===== config.mk =====
export PLATFORM = sky130hd
export DESIGN_NAME = commut_frame_rd
export DESIGN_NICKNAME = d
export VERILOG_FILES = /design/src/rtl/commut_pkg.sv /design/src/rtl/commut_frame_rd.sv
export SDC_FILE = /design/constraint.sdc
export NUM_CORES = 1
export LEC_CHECK = 0
export CELL_PAD_IN_SITES_DETAIL_PLACEMENT = 1
export CELL_PAD_IN_SITES_GLOBAL_PLACEMENT = 2
export CORE_UTILIZATION = 35
export CTS_CLUSTER_DIAMETER = 100
export CTS_CLUSTER_SIZE = 40
export DETAILED_ROUTE_END_ITERATION = 12
export PLACE_DENSITY = 0.95
export SYNTH_ARGS = -nofsm -noshare
export SYNTH_HDL_FRONTEND = slang
export SYNTH_SLANG_ARGS = --single-unit
export TNS_END_PERCENT = 1

===== constraint.sdc =====
create_clock -name clk -period 3.16 [get_ports clk]
set_input_delay 0.474 -clock clk [delete_from_list [all_inputs] [get_ports clk]]
set_output_delay 0.474 -clock clk [all_outputs]
set_load 0.1 [all_outputs]

===== src/rtl/commut_pkg.sv =====
// Shared definitions for the commutator and its frame reader: frame geometry
// and the frame-reader state encoding (3 bits, IDLE = 0).
package commut_pkg;

  localparam int COMMUT_N_WORDS = 20;
  localparam int COMMUT_AW      = 5;

  typedef enum logic [2:0] {
    ST_IDLE  = 3'd0,
    ST_ISSUE = 3'd1,
    ST_WAIT  = 3'd2,
    ST_SEND  = 3'd3,
    ST_CSUM  = 3'd4,
    ST_DONE  = 3'd5
  } state_t;

endpackage


===== src/rtl/commut_frame_rd.sv =====
// Reads a complete frame back from the frame RAM and streams it out on a
// valid/ready interface, optionally followed by a modular checksum word.
module commut_frame_rd
  import commut_pkg::*;
#(
  parameter int DW       = 16,
  parameter int N_WORDS  = COMMUT_N_WORDS,
  parameter int RD_LAT   = 1,
  parameter int ADD_CSUM = 1
) (
  input  logic                 clk,
  input  logic                 rst,
  input  logic                 full,
  input  logic [DW-1:0]        rdData,
  output logic [COMMUT_AW-1:0] rdAdr,
  output logic                 rdEn,
  output logic [DW-1:0]        txData,
  output logic                 txValid,
  input  logic                 txReady,
  output logic                 txLast,
  output logic                 busy,
  output logic                 done,
  output logic                 overrun
);

  localparam logic [COMMUT_AW-1:0] LAST_IDX = COMMUT_AW'(N_WORDS - 1);
  localparam logic [1:0]           LAT_LAST = 2'(RD_LAT - 1);
  localparam bit                   CSUM_EN  = (ADD_CSUM != 0);

  state_t               state, state_n;
  logic                 fullD;
  logic                 start;
  logic                 xfer;
  logic                 lat_hit;
  logic                 last_word;
  logic [COMMUT_AW-1:0] wordCnt;
  logic [1:0]           latCnt;
  logic [DW-1:0]        csum;

  assign start     = full & ~fullD;
  assign xfer      = txValid & txReady;
  assign lat_hit   = (latCnt == LAT_LAST);
  assign last_word = (wordCnt == LAST_IDX);

  always_ff @(posedge clk or posedge rst) begin
    if (rst) state <= ST_IDLE;
    else     state <= state_n;
  end

  always_comb begin
    state_n = state;
    rdEn    = 1'b0;
    rdAdr   = '0;
    busy    = 1'b1;
    done    = 1'b0;
    unique case (state)
      ST_IDLE: begin
        busy = 1'b0;
        if (start) state_n = ST_ISSUE;
      end
      ST_ISSUE: begin
        rdEn    = 1'b1;
        rdAdr   = wordCnt;
        state_n = ST_WAIT;
      end
      ST_WAIT: begin
        if (lat_hit) state_n = ST_SEND;
      end
      ST_SEND: begin
        if (xfer) begin
          if (!last_word)   state_n = ST_ISSUE;
          else if (CSUM_EN) state_n = ST_CSUM;
          else              state_n = ST_DONE;
        end
      end
      ST_CSUM: begin
        if (xfer) state_n = ST_DONE;
      end
      ST_DONE: begin
        done    = 1'b1;
        state_n = ST_IDLE;
      end
      default: state_n = ST_IDLE;
    endcase
  end

  always_ff @(posedge clk or posedge rst) begin
    if (rst) begin
      fullD   <= 1'b0;
      wordCnt <= '0;
      latCnt  <= '0;
      csum    <= '0;
      txData  <= '0;
      txValid <= 1'b0;
      txLast  <= 1'b0;
      overrun <= 1'b0;
    end else begin
      fullD <= full;
      if (start && state != ST_IDLE) overrun <= 1'b1;
      case (state)
        ST_IDLE: begin
          if (start) begin
            wordCnt <= '0;
            csum    <= '0;
          end
        end
        ST_ISSUE: latCnt <= '0;
        ST_WAIT: begin
          if (lat_hit) begin
            txData  <= rdData;
            txValid <= 1'b1;
            txLast  <= last_word && !CSUM_EN;
            csum    <= csum + rdData;
          end else begin
            latCnt <= latCnt + 2'd1;
          end
        end
        ST_SEND: begin
          if (xfer) begin
            txValid <= 1'b0;
            txLast  <= 1'b0;
            if (!last_word) wordCnt <= wordCnt + COMMUT_AW'(1);
          end
        end
        // First CSUM cycle presents the checksum; later cycles wait for the transfer.
        ST_CSUM: begin
          if (!txValid) begin
            txData  <= csum;
            txValid <= 1'b1;
            txLast  <= 1'b1;
          end else if (txReady) begin
            txValid <= 1'b0;
            txLast  <= 1'b0;
          end
        end
        default: ;
      endcase
    end
  end

endmodule

==> run metrics <==
ys flop type=dfrtp_1; Vias/cell=5.382; Placed Instance Area=0.003348 sq mm; synthesis-to-finish area growth=21.99%; Core Rows=32; layout cell share with drive strength beyond 1=14.44%; Placement Setup Slack=206.7 ps; Post-Synth XOR/XNOR Area=2.449%; Hold Startpoint=overrun; Period minus WS final=2651 ps; Reg area=0.001151 sq mm; vias in the first global route=2682; Cell Count Post-Placement=468; die height=92.42 um; largest net degree at the start of global routing=47; Final Wtd Congestion=0.7724; routed wire length=7.478 mm; mean routed wirelength per cell=15.71 um; first-pass GRT wire length=12.96 mm; Detail Route Antenna Nets=0; Req. time, crit path=3360 ps; FF-to-FF path depth=9; Cell Count, Final, Fillers Out=476; post-route DRC violation count=0; CTS buffer count=5; starting density of the core=36.65%; gr usage total=18.93%; Post-Synth Adder-Cell Area=8.133%; Synth Area in Simple Gates=22.17%; post-synthesis average cell area=8.671 sq um; Initial DRC Count=97; critical path peak fanout=4; CTS Buffer Depth=2; Root Driver=clkbuf_8; synthesized instance count=330; antenna violations before repair=0; post-route setup slack=508.9 ps; I/O pins=47; DRT Pass-1 Iters=4; Buffers on Ports=46; Multi-input gate area=0.001617 sq mm; worst relative slew slack=41.21%; Resized cells post-CTS=0; Worst Hold Path EP=overrun; GR Overflow Total=0; Crit Path Class=in -> reg; WP data arrival=2850 ps; Peak Freq=377.2 MHz; FFs w/ async S/R, synth=100.0%; Slew @ Worst Pin=880.9 ps; worst reg2reg setup slack=790 ps; Inserted Diodes=0; Synth Cell Area=0.002861 sq mm; Final Hold Fails=0; power density over the cells=1200 mW/mm^2; endpoints failing setup=0; cts hold-fix bufs=0; HP Class=reg -> reg; Critical Path Start=rdData[0]; worst vdd ir=559.6 uV; multiplexer share of the synthesized area=0.3498%; EDFF count, synth=0; CP startpoint kind=input port; setup bufs post-CTS=0; compound-cell area share of the yosys netlist=22.91%; RSZ-0062 raised after global routing=no; later-pin clock latency in the skew report=300 ps; Final Cell Area=0.003491 sq mm; DP Wirelength=5.468 mm; Vias=2562; Final #Nets=411; die area=0.008541 sq mm; Final Cycle Share=83.90%; Final Slew Violations=0; CP endpoint kind=flop; Netlist cell types=54; Seq/Total Area, Yosys=40.23%; Min Hold Slack=472.6 ps; clock slew at reported path FFs=90 ps; Max H-tree Level=2; reg2reg end=csum[14]; core area=0.007807 sq mm; die width=92.42 um; post-layout util=44.71%; total of max-cap violations=0; Setup TNS=0 ps; largest family of logic cells by synthesized area=compound AO/OA/AOI/OAI gates; net count after synthesis=368; status=finished clean; total power=4.191 mW; clock sink count=46; CTS tree=built; Yosys warning count=0; clock skew=8.371 ps; Fillers=938; static leakage=1.524 nW; Min-Delay Path Depth=1; Worst R2R Start=csum[0]; FF+latch count, synth=46
==> routing by layer <==
metal	track usage [%]	wire, um	vias to the layer above
li1	-	-	1246
met1	23.60	3499	1252
met2	34.14	3661	51
met3	2.791	188	13
met4	4.557	129	0
met5	0	0	-
==> synthesized netlist by cell type, types with 2 or more instances <==
cell type   n  area (sq um)
a21oi_1    15         75.07
xnor2_1     4         35.03
nor3b_1     3         22.52
o21ai_0    14         70.07
and3_1      3         18.77
clkbuf_1    7         26.28
and2_1      7         43.79
nand2_1    60         225.2
nand3_1     4         20.02
buf_2       3         15.01
xor2_1      4         35.03
nand2b_1    7         43.79
dfrtp_1    46          1151
o211ai_2    2         25.02
nor2_2      2         12.51
a21o_1      6         45.04
a22o_1      4         35.03
nor2b_1     3         18.77
a31oi_1    17         106.4
nor2_1     31         116.4
o21a_1      5         37.54
and2b_2     2         17.52
buf_4       2         15.01
inv_1       9         33.78
o22ai_1     2         12.51
nor3_1      7         35.03
o31ai_1     4         30.03
ha_1       17         212.7
a211oi_1    2         15.01
or3_1       2         12.51
o21ai_1    12         60.06
o211ai_1    2         15.01
==> power breakdown <==
part / leakage (nW) / switching [mW] / internal (mW)
combinational: 0.908 / 1.79 / 0.772
clock: 0.0714 / 0.214 / 0.338
sequential: 0.545 / 0.237 / 0.838
==> sequential cells by signal, indices dropped and copies added, names as in the netlist <==
name and count:
csum 16, fullD 1, latCnt 2, overrun 1
state 3, txData 16, txLast 1, txValid 1
wordCnt 5
==> kinds of logic after synthesis <==
group	after synthesis
compound gates	97
mux	1
flops	46
xor+xnor	8
buf+inv	23
fa+ha+maj	18
simple gates	137
==> final cells by class <==
class	instances	share of cell area, %
clock buffers	6	2.366
inverters	10	1.075
flip-flops and latches	46	32.97
repair buffers	49	11.90
well taps	102	3.656
multi-input cells	261	46.31
clock inverters	2	1.720
==> how the worst max path moves through the flow <==
| stage | end | slack (ps) |
|---|---|---|
| 2_1_floorplan | rdAdr[0] | 180 |
| 3_3_place_gp | csum[14] | 320 |
| 3_5_place_dp | csum[14] | 210 |
| 4_1_cts | csum[14] | 520 |
| 5_1_grt | csum[14] | 320 |
| 6_report | csum[14] | 510 |
==> placed cells by master (no fill, tap or decap), types with 7 or more instances in the layout <==
master           netlist  routed
nand2_1               60      60
inv_1                  9       8
nand2b_1               7       7
o21ai_0               14      14
nor2_1                31      30
buf_4                  2      30
ha_1                  17      17
a31oi_1               17      17
a21oi_1               15      15
and2_1                 7       7
o21ai_1               12      12
nor3_1                 7       7
dfrtp_1               46      46
clkdlybuf4s50_1        0      19
==> worst max-delay path, cell delays in order <==
cell and delay (ps):
clkdlybuf4s50_1 500, ha_1 230, inv_1 70, fa_1 410, nor2b_1 180, o31a_1 230
o211ai_2 130, a311oi_1 300, nor3_1 80, o31ai_1 250
No activity file was read; power rests on OpenSTA's default activity.
